### src/rtl/pixel_compositor.sv
// pixel_compositor: two-stage registered compositor of header, walls, paddles, ball and background
module pixel_compositor #(
    parameter int          TOP_MARGIN      = 25,
    parameter int          WALL_W          = 32,
    parameter int          PADDLE_W        = 8,
    parameter int          PADDLE_H        = 72,
    parameter int          BALL_SCALE      = 1,
    parameter int          FLASH_FRAMES    = 8,
    parameter logic [11:0] WALL_COLOR      = 12'h89C,
    parameter logic [11:0] PADDLE_COLOR    = 12'h24F,
    parameter logic [11:0] FLASH_COLOR     = 12'hFFF,
    parameter logic [11:0] BALL_COLOR      = 12'hACE,
    parameter logic [11:0] HEADER_BG_COLOR = 12'h135
) (
    input  logic        clk,
    input  logic        reset,
    input  logic        pixel_tick,
    input  logic        frame_tick,
    input  logic [9:0]  x,
    input  logic [9:0]  y,
    input  logic        video_on,
    input  logic        hsync_in,
    input  logic        vsync_in,
    input  logic [9:0]  ball_x,
    input  logic [9:0]  ball_y,
    input  logic [9:0]  paddle1_y,
    input  logic [9:0]  paddle2_y,
    input  logic        hit1,
    input  logic        hit2,
    input  logic [11:0] bg_pixel,
    input  logic        text_on,
    input  logic [11:0] text_rgb,
    output logic [11:0] rgb,
    output logic        hsync_out,
    output logic        vsync_out
);
    localparam int FW      = $clog2(FLASH_FRAMES + 1);
    localparam int SH      = (BALL_SCALE == 4) ? 2 : (BALL_SCALE == 2) ? 1 : 0;
    localparam int BALL_SZ = 8 * BALL_SCALE;
    // 8x8 disc; byte r is ROM row r, bit c is column c
    localparam logic [63:0] DISC = {8'h3C, 8'h7E, 8'hFF, 8'hFF, 8'hFF, 8'hFF, 8'h7E, 8'h3C};

    logic [9:0]    sh_bx, sh_by, sh_p1, sh_p2;
    logic [FW-1:0] f1, f2;
    logic [10:0]   xe, ye, bxe, bye, p1t, p2t, dx, dy;
    logic [2:0]    row, col;
    logic          below_hdr, lpad_x, rpad_x, ball_box;
    logic          header_c, lwall_c, rwall_c, pad1_c, pad2_c, ball_c;
    logic          s1_header, s1_lwall, s1_rwall, s1_pad1, s1_pad2, s1_ball;
    logic          s1_text_on, s1_video_on, s1_hsync, s1_vsync;
    logic [11:0]   s1_text_rgb, s1_bg;
    logic [11:0]   pad1_rgb, pad2_rgb, rgb_c;

    // frame-latched object positions so a frame never shows a mix of old and new positions
    always_ff @(posedge clk or posedge reset) begin
        if (reset) begin
            sh_bx <= '0;
            sh_by <= '0;
            sh_p1 <= '0;
            sh_p2 <= '0;
        end else if (frame_tick) begin
            sh_bx <= ball_x;
            sh_by <= ball_y;
            sh_p1 <= paddle1_y;
            sh_p2 <= paddle2_y;
        end
    end

    // hit flash counters: a hit reloads and beats a coincident frame decrement
    always_ff @(posedge clk or posedge reset) begin
        if (reset) begin
            f1 <= '0;
            f2 <= '0;
        end else begin
            f1 <= hit1 ? FW'(FLASH_FRAMES) : (frame_tick && f1 != '0) ? f1 - FW'(1) : f1;
            f2 <= hit2 ? FW'(FLASH_FRAMES) : (frame_tick && f2 != '0) ? f2 - FW'(1) : f2;
        end
    end

    // region tests at 11 bits so sums past the screen edge never wrap
    always_comb begin
        xe        = {1'b0, x};
        ye        = {1'b0, y};
        bxe       = {1'b0, sh_bx};
        bye       = {1'b0, sh_by};
        p1t       = {1'b0, sh_p1} + 11'(TOP_MARGIN);
        p2t       = {1'b0, sh_p2} + 11'(TOP_MARGIN);
        dx        = xe - bxe;
        dy        = ye - bye;
        row       = 3'(dy >> SH);
        col       = 3'(dx >> SH);
        below_hdr = ye >= 11'(TOP_MARGIN);
        lpad_x    = xe >= 11'(WALL_W) && xe <= 11'(WALL_W + PADDLE_W);
        rpad_x    = xe >= 11'(640 - WALL_W - PADDLE_W) && xe <= 11'(640 - WALL_W);
        ball_box  = xe >= bxe && xe <= bxe + 11'(BALL_SZ - 1) &&
                    ye >= bye && ye <= bye + 11'(BALL_SZ - 1);
        header_c  = !below_hdr;
        lwall_c   = below_hdr && xe < 11'(WALL_W);
        rwall_c   = below_hdr && xe > 11'(640 - WALL_W);
        pad1_c    = below_hdr && lpad_x && ye >= p1t && ye <= p1t + 11'(PADDLE_H);
        pad2_c    = below_hdr && rpad_x && ye >= p2t && ye <= p2t + 11'(PADDLE_H);
        ball_c    = ball_box && DISC[{row, col}];
    end

    // stage 1: capture region flags and the per-pixel side data
    always_ff @(posedge clk or posedge reset) begin
        if (reset) begin
            s1_header   <= 1'b0;
            s1_lwall    <= 1'b0;
            s1_rwall    <= 1'b0;
            s1_pad1     <= 1'b0;
            s1_pad2     <= 1'b0;
            s1_ball     <= 1'b0;
            s1_text_on  <= 1'b0;
            s1_text_rgb <= '0;
            s1_bg       <= '0;
            s1_video_on <= 1'b0;
            s1_hsync    <= 1'b1;
            s1_vsync    <= 1'b1;
        end else if (pixel_tick) begin
            s1_header   <= header_c;
            s1_lwall    <= lwall_c;
            s1_rwall    <= rwall_c;
            s1_pad1     <= pad1_c;
            s1_pad2     <= pad2_c;
            s1_ball     <= ball_c;
            s1_text_on  <= text_on;
            s1_text_rgb <= text_rgb;
            s1_bg       <= bg_pixel;
            s1_video_on <= video_on;
            s1_hsync    <= hsync_in;
            s1_vsync    <= vsync_in;
        end
    end

    // layer priority: blanking, header, walls, paddles, ball, background
    always_comb begin
        pad1_rgb = (f1 != '0 && f1[0]) ? FLASH_COLOR : PADDLE_COLOR;
        pad2_rgb = (f2 != '0 && f2[0]) ? FLASH_COLOR : PADDLE_COLOR;
        rgb_c    = !s1_video_on             ? 12'h000 :
                   s1_header                ? (s1_text_on ? s1_text_rgb : HEADER_BG_COLOR) :
                   (s1_lwall || s1_rwall)   ? WALL_COLOR :
                   s1_pad1                  ? pad1_rgb :
                   s1_pad2                  ? pad2_rgb :
                   s1_ball                  ? BALL_COLOR : s1_bg;
    end

    // stage 2: colour and syncs leave together
    always_ff @(posedge clk or posedge reset) begin
        if (reset) begin
            rgb       <= '0;
            hsync_out <= 1'b1;
            vsync_out <= 1'b1;
        end else if (pixel_tick) begin
            rgb       <= rgb_c;
            hsync_out <= s1_hsync;
            vsync_out <= s1_vsync;
        end
    end
endmodule

### config.mk
export PLATFORM = sky130hd
export DESIGN_NAME = pixel_compositor
export DESIGN_NICKNAME = d
export VERILOG_FILES = /design/src/rtl/pixel_compositor.sv
export SDC_FILE = /design/constraint.sdc
export NUM_CORES = 1
export LEC_CHECK = 0
export ABC_AREA = 1
export BUFFER_PORTS_ARGS = -buffer_cell sky130_fd_sc_hd__buf_2
export CAP_MARGIN = 40
export CELL_PAD_IN_SITES_DETAIL_PLACEMENT = 1
export CELL_PAD_IN_SITES_GLOBAL_PLACEMENT = 2
export CORE_MARGIN = 10
export CORE_UTILIZATION = 35
export DETAILED_ROUTE_END_ITERATION = 7
export HOLD_SLACK_MARGIN = 0.02
export PLACE_DENSITY_LB_ADDON = 0.1
export REMOVE_ABC_BUFFERS = 1
export SLEW_MARGIN = 20
export SYNTH_ARGS = -nofsm -noshare
export SYNTH_HDL_FRONTEND = slang
export SYNTH_SLANG_ARGS = --single-unit
### constraint.sdc
create_clock -name clk -period 7.39 [get_ports clk]
set_input_delay 2.217 -clock clk [delete_from_list [all_inputs] [get_ports clk]]
set_output_delay 2.217 -clock clk [all_outputs]
set_load 0.03 [all_outputs]
; ---- Yosys cells after proc, flatten, opt, wreduce, memory -nomap -nowiden
; Memories as Yosys holds them, arrays and structs flattened.
; Cells that the tools add are included.
[totals]
memories = 1
register_bits = 96
rom_bits = 64
[classes]
reduce_logical = 24
order_cmp = 16
mux = 14
n_addsub = 10
[memory_table]
columns = name, depth, width, read_ports, rd_ports_with_merged_regs, write_ports, line
row1 = (no name shown), 64, 1, 1, 0, 0, 102  ; ball_c = ball_box && DISC[{row, col}];
[ops]
columns = cell, count
row1 = two-way mux 12 bit, 9
row2 = less-or-equal comparator 10 x 11 -> 1 bit, 4
row3 = "adder 10 x 3 -> 11 bit, second input constant", 2
row4 = "adder 10 x 5 -> 11 bit, second input constant", 2
row5 = "adder 11 x 7 -> 11 bit, second input constant", 2
row6 = >= comparator 10 x 11 -> 1 bit, 2
row7 = >= comparator 10 bit, 2
row8 = logical AND 1 bit, 18
row9 = two-way mux 4 bit, 4
row10 = ">= comparator 10 bit, second input constant", 1
row11 = ">= comparator 10 x 5 -> 1 bit, second input constant", 1
row12 = ">= comparator 10 x 6 -> 1 bit, second input constant", 1
row13 = "> comparator 10 bit, second input constant", 1
row14 = "less-or-equal comparator 10 bit, second input constant", 1
row15 = "less-or-equal comparator 10 x 6 -> 1 bit, second input constant", 1
row16 = "less-than comparator 10 x 6 -> 1 bit, second input constant", 1
row17 = nonzero test 4 bit, 2
row18 = "subtractor 4 x 1 -> 4 bit, second input constant", 2
row19 = "less-than comparator 6 x 7 -> 1 bit, second input constant", 1
row20 = subtractor 3 bit, 2
row21 = nonzero test 2 bit, 2
row22 = logical NOT 1 bit, 1
row23 = logical OR 1 bit, 1
row24 = two-way mux 1 bit, 1

; ---- Logic depth before layout (Yosys ltp)
; Gate-level depths: netlist of the first run.
[logic_depth]
word_depth = 8
mapped_depth = 21
depth_no_buf = 21

; ---- Worst setup path after synthesis of the first run
; Ideal clock, no wire load.
[synth_timing]
path_kind = input -> register
from = input port x[0]
to = register s1_ball
cell_stages = 13
path_slack_ns = 3.763
arrival_ns = 3.510
cell_sequence = inv_1 > ha_1 > inv_1 > fa_1 > nand3b_1 > nand2_1 > nand2_1 > nand2_1 > nand2_1 > nand3_1 > nor2_1 > nand3_1 > nand2_1
[synth_via]
elab_chain_len = 5
[synth_rtl]
columns = element, line
row1 = "start, declared", 19  ; input logic [9:0] x,
row2 = branches (longest 4 deep; another with subtractor 3 bit), --
row3 = logical AND 1 bit *, 102
row4 = "end signal, assigned", 126  ; s1_ball <= ball_c;
row5 = "end, declared", 49  ; logic s1_header, s1_lwall, s1_rwall, s1_pad1, s1_pad2, s1_ball;
; Mark *: on every way between the ends. The select of a mux whose other input is x is not followed.
; A chain may end at the register's enable or synchronous reset.

; ---- Final worst setup path of the first run
; Same ends and word-level chain as after synthesis.

==> results of run 1 <==
==> flip-flops by register name (all words and copies together), names as in the netlist, 4 cells and up <==
register     flops
sh_by           10
sh_bx           10
sh_p1           10
f2               4
f1               4
sh_p2           10
rgb             12
s1_text_rgb     12
s1_bg           12
==> layout by cell type (no fill, tap or decap), drive strengths merged, types with 5 or more instances in the layout <==
master	Yosys	layout
nor2	57	57
o211ai	5	5
xor2	25	25
nand2	292	292
dfrtp	92	92
a21oi	42	42
o21ai	77	77
nor3	9	9
a21o	7	7
nand3	47	47
nand4	12	12
mux2	6	6
clkbuf	16	10
buf	2	112
inv	118	122
ha	84	84
==> per-stage QoR <==
step,power (mW),instance area (um2)
2_1_floorplan,0.965,6860
3_3_place_gp,1.11,7760
3_5_place_dp,1.13,7760
4_1_cts,1.62,8050
5_1_grt,1.73,8070
6_report,1.59,8070
==> cells by family (layout without fill, tap and decap cells) <==
group | Yosys count | after routing | synth area share
mux | 6 | 6 | 0.00975
buf+inv | 136 | 246 | 0.0740
xor+xnor | 29 | 29 | 0.0388
fa+ha+maj | 86 | 86 | 0.157
flops | 96 | 96 | 0.347
compound gates | 139 | 139 | 0.110
simple gates | 430 | 430 | 0.263
==> final cells by class <==
cell class | count | area (um2) | share of cell area
Multi-Input combinational cell | 690 | 4010 | 0.497
Clock inverter | 6 | 56.3 | 0.00697
Timing Repair Buffer | 112 | 586 | 0.0725
Sequential cell | 96 | 2410 | 0.298
Tap cell | 265 | 332 | 0.0411
Inverter | 118 | 445 | 0.0552
Clock buffer | 10 | 239 | 0.0296
==> power by group through the flow <==
stage / logic (mW) / clock network [mW] / registers (mW)
after floorplan: 0.332 / 0 / 0.633
after global placement: 0.492 / 0 / 0.622
after detailed placement: 0.503 / 0 / 0.623
after CTS: 0.506 / 0.500 / 0.614
after global routing: 0.587 / 0.519 / 0.622
final: 0.495 / 0.481 / 0.613
==> per-layer routing <==
layer  GRT usage  vias up  share of wire
met1       0.204     2901           0.50
met4      0.0269        0         0.0072
met3      0.0256       11          0.026
met5           0        -              0
li1            -     3187              -
met2       0.255       79           0.46
==> worst min-delay path, delay by kind of cell, from the launching register on <==
kind | cells | cell delay (ns)
flip-flops | 1 | 0.34
AND/OR/NAND/NOR | 2 | 0.10
==> final timing paths <==
path / start / to / slack [ns] / cells past startpoint
setup reg to reg: sh_p1[0] / s1_pad1 / 4.84 / 20
max in group asynchronous: reset / s1_bg[5] / 4.51 / 4
setup / recovery: x[0] / s1_ball / 3.85 / 16
hold reg to reg: s1_bg[11] / s1_bg[11] / 0.47 / 2
hold / removal: s1_bg[11] / s1_bg[11] / 0.47 / 2
min in group asynchronous: reset / sh_p2[3] / 1.89 / 2
==> flow_summary_export.csv, run 1 <==
group,metric,value,unit
clocking,insertion_delay,0.36,ns
synthesis,syn-cell-area,6930,um2
grt,grt_pass1_vias,6607,
sta,max_freq,283,MHz
synthesis,synth_ff_type,"dfrtp_1",
sta,finalHoldViolCount,0,
sta,finClkSkew,0.0102,ns
clocking,clock-root-buffer,"clkbuf_16",
pwr,seqPwrFrac,0.386,
synthesis,synth_seq_area_share,0.347,
floorplanning,rows,51,
routing,dr_total_vias,6178,
critical_path,critPathSlowestCell,"fa_1",
sta,setup_ws,3.85,ns
pwr,power_density,197,nW/um2
critical_path,cp_common_cell,"nand2_1",
cells_and_area,fin_cells,1297,
grt,grt_usage,0.152,
grt,grt_max_degree,58,
floorplanning,design.die.area,25800,um2
sta,rsz0062_at_grt,"false",
synthesis,synth_area_leaders,"dfrtp_1, nand2_1, ha_1",
cells_and_area,drive_gt1_frac,0.160,
placement,dp_cells,1280,
floorplanning,num_io_pins,108,
sta,hold_ws,0.474,ns
critical_path,worstSetupEndpointType,"flop",
routing,drtPass1Iterations,4,
sta,slew_headroom,0.656,
critical_path,max_stage_delay,0.43,ns
floorplanning,die_w,161,um
synthesis,ys_warn_count,0,
synthesis,synth_top_cell_area_share,0.332,
floorplanning,dieHeight,161,um
routing,route.detailed.drc,0,
placement,post-place-ws,3.50,ns
synthesis,avgSynthCellArea,7.52,um2
routing,vias_per_cell,4.76,
sta,post-route-period-util,0.479,
pwr,internal_power,1.01,mW
synthesis,synth_most_common_cell,"nand2_1",
cells_and_area,final_core_util,0.415,
run_status,outcome,"completed",
synthesis,synthTopCellsByCount,"nand2_1, inv_1, dfrtp_1",
synthesis,synth_edf_count,0,
hold_path,hold_path_class,"reg2reg",
sta,fin_setup_tns,0,ns
pwr,swShare,0.365,
grt,antenna_found_initial,0,
clocking,postCtsHoldBufs,0,
critical_path,cp.buffers_inverters,4,
clocking,cts_buffers,9,
pwr,p_leak,4.35,nW
sta,fin_crit,3.54,ns
cells_and_area,num_antenna_cells,0,
synthesis,syn_inst,922,
critical_path,path_max_fanout,4,
routing,wl_per_cell,14.8,um
critical_path,crit_family,"simple AND/OR/NAND/NOR gates",
pwr,p_comb_frac,0.311,
synthesis,synth_cell_types,41,
cells_and_area,nNetsFinal,1207,
floorplanning,start_util,0.356,
critical_path,crit_path_start_kind,"primary input",
routing,drtIter0Drc,215,
clocking,htree_levels,3,
grt,grt_overflow,0,
sta,setup_viol,0,
routing,drtAntennaViolNets,0,
clocking,cts_resized,0,
placement,place.port_buffers,107,
routing,routed_wl,19.2,mm
synthesis,async_reset_ff_frac,1.00,
sta,final_max_slew_viol_count,0,
critical_path,path_cells,"buf_2 > inv_1 > ha_1 > inv_1 > fa_1 > inv_1 > nand2_1 > nand3b_1 > nand2_1 > nand2_1 > nand2_1 > nand2_1 > nand3_1 > nor2_1 > nand3_1 > nand2_1",
pwr,peakVddDrop,108,uV
floorplanning,core_area,19500,um2
cells_and_area,areaGrowthSynthToFinish,16.5,%
placement,place_congestion,0.757,
placement,dp_hpwl,15.2,mm
grt,grt_first_pass_wirelength,33.2,mm
cells_and_area,nFillCells,2488,
clocking,cts_setup_buffers,0,
critical_path,critPathKind,"in2reg",
sta,tightestPinTransition,0.517,ns
clocking,cts_sinks,96,
critical_path,arrival,3.83,ns
critical_path,critPathRequiredTime,7.68,ns
clocking,cts_buffer_depth,2,
pwr,power_frac_clock,0.303,
run,drv_cap,0,
pwr,switchingPower,0.580,mW
synthesis,ys_ff_latch,96,
synthesis,synth_top_area_cell,"dfrtp_1",
clocking,clkSlewWorstSetupHoldPaths,0.07,ns
clocking,cts_tree,"done",
Power figures use the tool's default switching activity.
==> run 2, diff against run 1 <==
Settings changed: ABC_AREA 1 to 0.
Clock period 7.39 ns to 3.39 ns, I/O delays scaled along.
==> run 2 against run 1 <==
Synthesized area decreased by 2.2%; combinational power increased by 140%; utilization increased by 0.35 points; clock skew decreased by 0.0035 ns; sequential share of layout area increased by 0.64 points; synthesized cell count decreased by 22%; via count decreased by 6.6%; largest cell class unchanged; clock power increased by 110%; largest power group unchanged; cell count decreased by 16%; total power increased by 130%; setup slack got worse by 3.6 ns; non-clock buffer count increased by 3.
==> flow_summary_export.csv, run 2 <==
group,metric,value,unit
clocking,cts_buffers,9,
synthesis,synth_ff_type,"dfrtp_1",
synthesis,synth_area_leaders,"dfrtp_1, ha_1, mux2_2",
synthesis,ys_warn_count,0,
sta,finClkSkew,0.00670,ns
critical_path,reg2reg_slack,0.24,ns
cells_and_area,drive_gt1_frac,0.223,
cells_and_area,top_regs,"rgb x12, s1_bg x12, s1_text_rgb x12",
cells_and_area,nNetsFinal,1005,
critical_path,startpoint,"sh_p2[0]",
pwr,p_comb_frac,0.330,
synthesis,synth_seq_area_share,0.355,
sta,max_freq,317,MHz
routing,vias_per_cell,5.29,
critical_path,critPathSlowestCell,"dfrtp_1",
critical_path,critPathKind,"reg2reg",
placement,post-place-ws,0.0999,ns
routing,drtAntennaViolNets,0,
critical_path,path_cells,"ha_1 > and2_2 > o31ai_1 > xor2_1 > a21boi_1 > a21oi_1 > xor2_1 > ha_1 > nand3_1 > nor3_1 > a211o_1 > o32a_1",
critical_path,max_stage_delay,0.41,ns
sta,post-route-period-util,0.930,
synthesis,ys_ff_latch,96,
grt,grt_usage,0.162,
synthesis,synthTopCellsByCount,"dfrtp_1, ha_1, nand2_1",
routing,drtPass1Iterations,4,
placement,dp_hpwl,16.4,mm
routing,wl_per_cell,18.7,um
floorplanning,start_util,0.359,
grt,grt_overflow,0,
pwr,peakVddDrop,299,uV
critical_path,crit_family,"compound AO/OA/AOI/OAI gates",
critical_path,critPathRequiredTime,3.63,ns
placement,dp_cells,1073,
sta,fin_crit,3.15,ns
hold_path,worstHoldStart,"s1_rwall",
synthesis,async_reset_ff_frac,1.00,
clocking,clock-root-buffer,"clkbuf_16",
run,drv_cap,0,
hold_path,hold_path_class,"reg2reg",
clocking,cts_buffer_depth,2,
clocking,cts_sinks,96,
synthesis,synth_top_area_cell,"dfrtp_1",
synthesis,synth_edf_count,0,
floorplanning,rows,50,
grt,antenna_found_initial,0,
cells_and_area,final_cell_mix,"buf_2, dfrtp_1, ha_1",
critical_path,path_max_fanout,9,
placement,place_congestion,0.880,
sta,fin_setup_tns,0,ns
pwr,total_power,3.62,mW
sta,slew_headroom,0.505,
pwr,power_density,458,nW/um2
cells_and_area,final_core_util,0.418,
sta,setup_viol,0,
pwr,p_leak,3.66,nW
synthesis,synth_most_common_cell,"dfrtp_1",
routing,drtIter0Drc,183,
cells_and_area,areaGrowthSynthToFinish,16.6,%
sta,final_max_slew_viol_count,0,
sta,finalHoldViolCount,0,
synthesis,avgSynthCellArea,9.37,um2
critical_path,arrival,3.40,ns
placement,place.port_buffers,107,
clocking,cts_tree,"done",
floorplanning,die_w,159,um
clocking,insertion_delay,0.36,ns
sta,hold_ws,0.495,ns
cells_and_area,stdcell_area,7900,um2
cells_and_area,num_antenna_cells,0,
critical_path,worstSetupEndpointType,"flop",
pwr,switchingPower,1.31,mW
critical_path,cp.buffers_inverters,0,
run_status,outcome,"completed",
routing,dr_total_vias,5769,
floorplanning,num_io_pins,108,
clocking,htree_levels,3,
sta,tightestPinTransition,0.733,ns
grt,grt_max_degree,97,
floorplanning,dieHeight,159,um
synthesis,syn_inst,723,
synthesis,synth_cell_types,56,
routing,route.detailed.drc,0,
pwr,seqPwrFrac,0.385,
pwr,internal_power,2.30,mW
routing,routed_wl,20.4,mm
critical_path,crit_path_start_kind,"flop",
floorplanning,design.die.area,25300,um2
cells_and_area,final_common_cell,"buf_2",
pwr,swShare,0.363,
synthesis,syn-cell-area,6780,um2
placement,place_area,7610,um2
grt,grt_first_pass_wirelength,33.8,mm
cells_and_area,fin_cells,1090,
sta,setup_ws,0.236,ns
pwr,power_frac_clock,0.285,
floorplanning,core_area,18900,um2
clocking,clkSlewWorstSetupHoldPaths,0.08,ns
synthesis,synth_top_cell_area_share,0.340,
critical_path,regToRegStartpoint,"sh_p2[0]",
grt,grt_pass1_vias,6459,
==> run 2: changes by cell type after synthesis, moves of 19 or more <==
cell | before | now
nand3_1 | 44 | 18
mux2_2 | 6 | 46
xnor2_1 | 4 | 32
inv_1 | 117 | 56
nor2_1 | 52 | 33
o21ai_0 | 75 | 56
nand2_1 | 281 | 71
==> run 2: area by class of cell <==
cell class / instances / area (um2)
fill: 2250 / 11000
multi-input combinational: 547 / 4070
sequential: 96 / 2410
timing repair buffer: 115 / 608
tap: 260 / 325
clock buffer: 9 / 225
inverter: 56 / 213
clock inverter: 7 / 60.1
==> run 2: logic make-up after synthesis <==
| kind of cell | synth area share |
|---|---|
| mux | 0.0764 |
| xor+xnor | 0.0644 |
| flops | 0.355 |
| simple gates | 0.133 |
| buf+inv | 0.0451 |
| compound gates | 0.164 |
| fa+ha+maj | 0.161 |
==> run 2: worst reg2reg max path, delay by kind of cell (launching register included) <==
kind                     cells  cell delay [ns]
AO/OA/AOI/OAI                5             1.23
adder cells (fa/ha/maj)      2             0.56
AND/OR/NAND/NOR              3             0.46
flip-flops                   1             0.41
XOR/XNOR                     2             0.37
==> run 2: power by group through the flow <==
| stage | combinational [mW] | sequential [mW] | clock, mW |
|---|---|---|---|
| finish | 1.19 | 1.39 | 1.03 |
| global route | 1.37 | 1.41 | 1.11 |
| CTS | 1.21 | 1.39 | 1.07 |
| detailed placement | 1.20 | 1.41 | 0 |
| global placement | 1.14 | 1.41 | 0 |
| floorplan | 0.786 | 1.42 | 0 |
==> run 2: worst paths after layout <==
path                             end  cells past startpoint
max in group asynchronous  vsync_out                      3
max reg2reg                  s1_pad2                     12
max                          s1_pad2                     12
min                         s1_rwall                      1
min in group asynchronous      f2[3]                      3
min reg2reg                 s1_rwall                      1
==> run 2: routing by layer <==
layer	vias to the layer above	share of wire	GRT usage
met1	2887	0.45	0.195
li1	2783	-	-
met5	-	0	0
met4	0	0.013	0.0417
met3	17	0.026	0.0294
met2	82	0.51	0.290
==> run 2: timing repair <==
action | in CTS | in global routing
setup endpoints to repair | 0 | 1
gates resized for setup | 0 | 1
hold buffers | 0 | 0
buffers inserted | 0 | 1
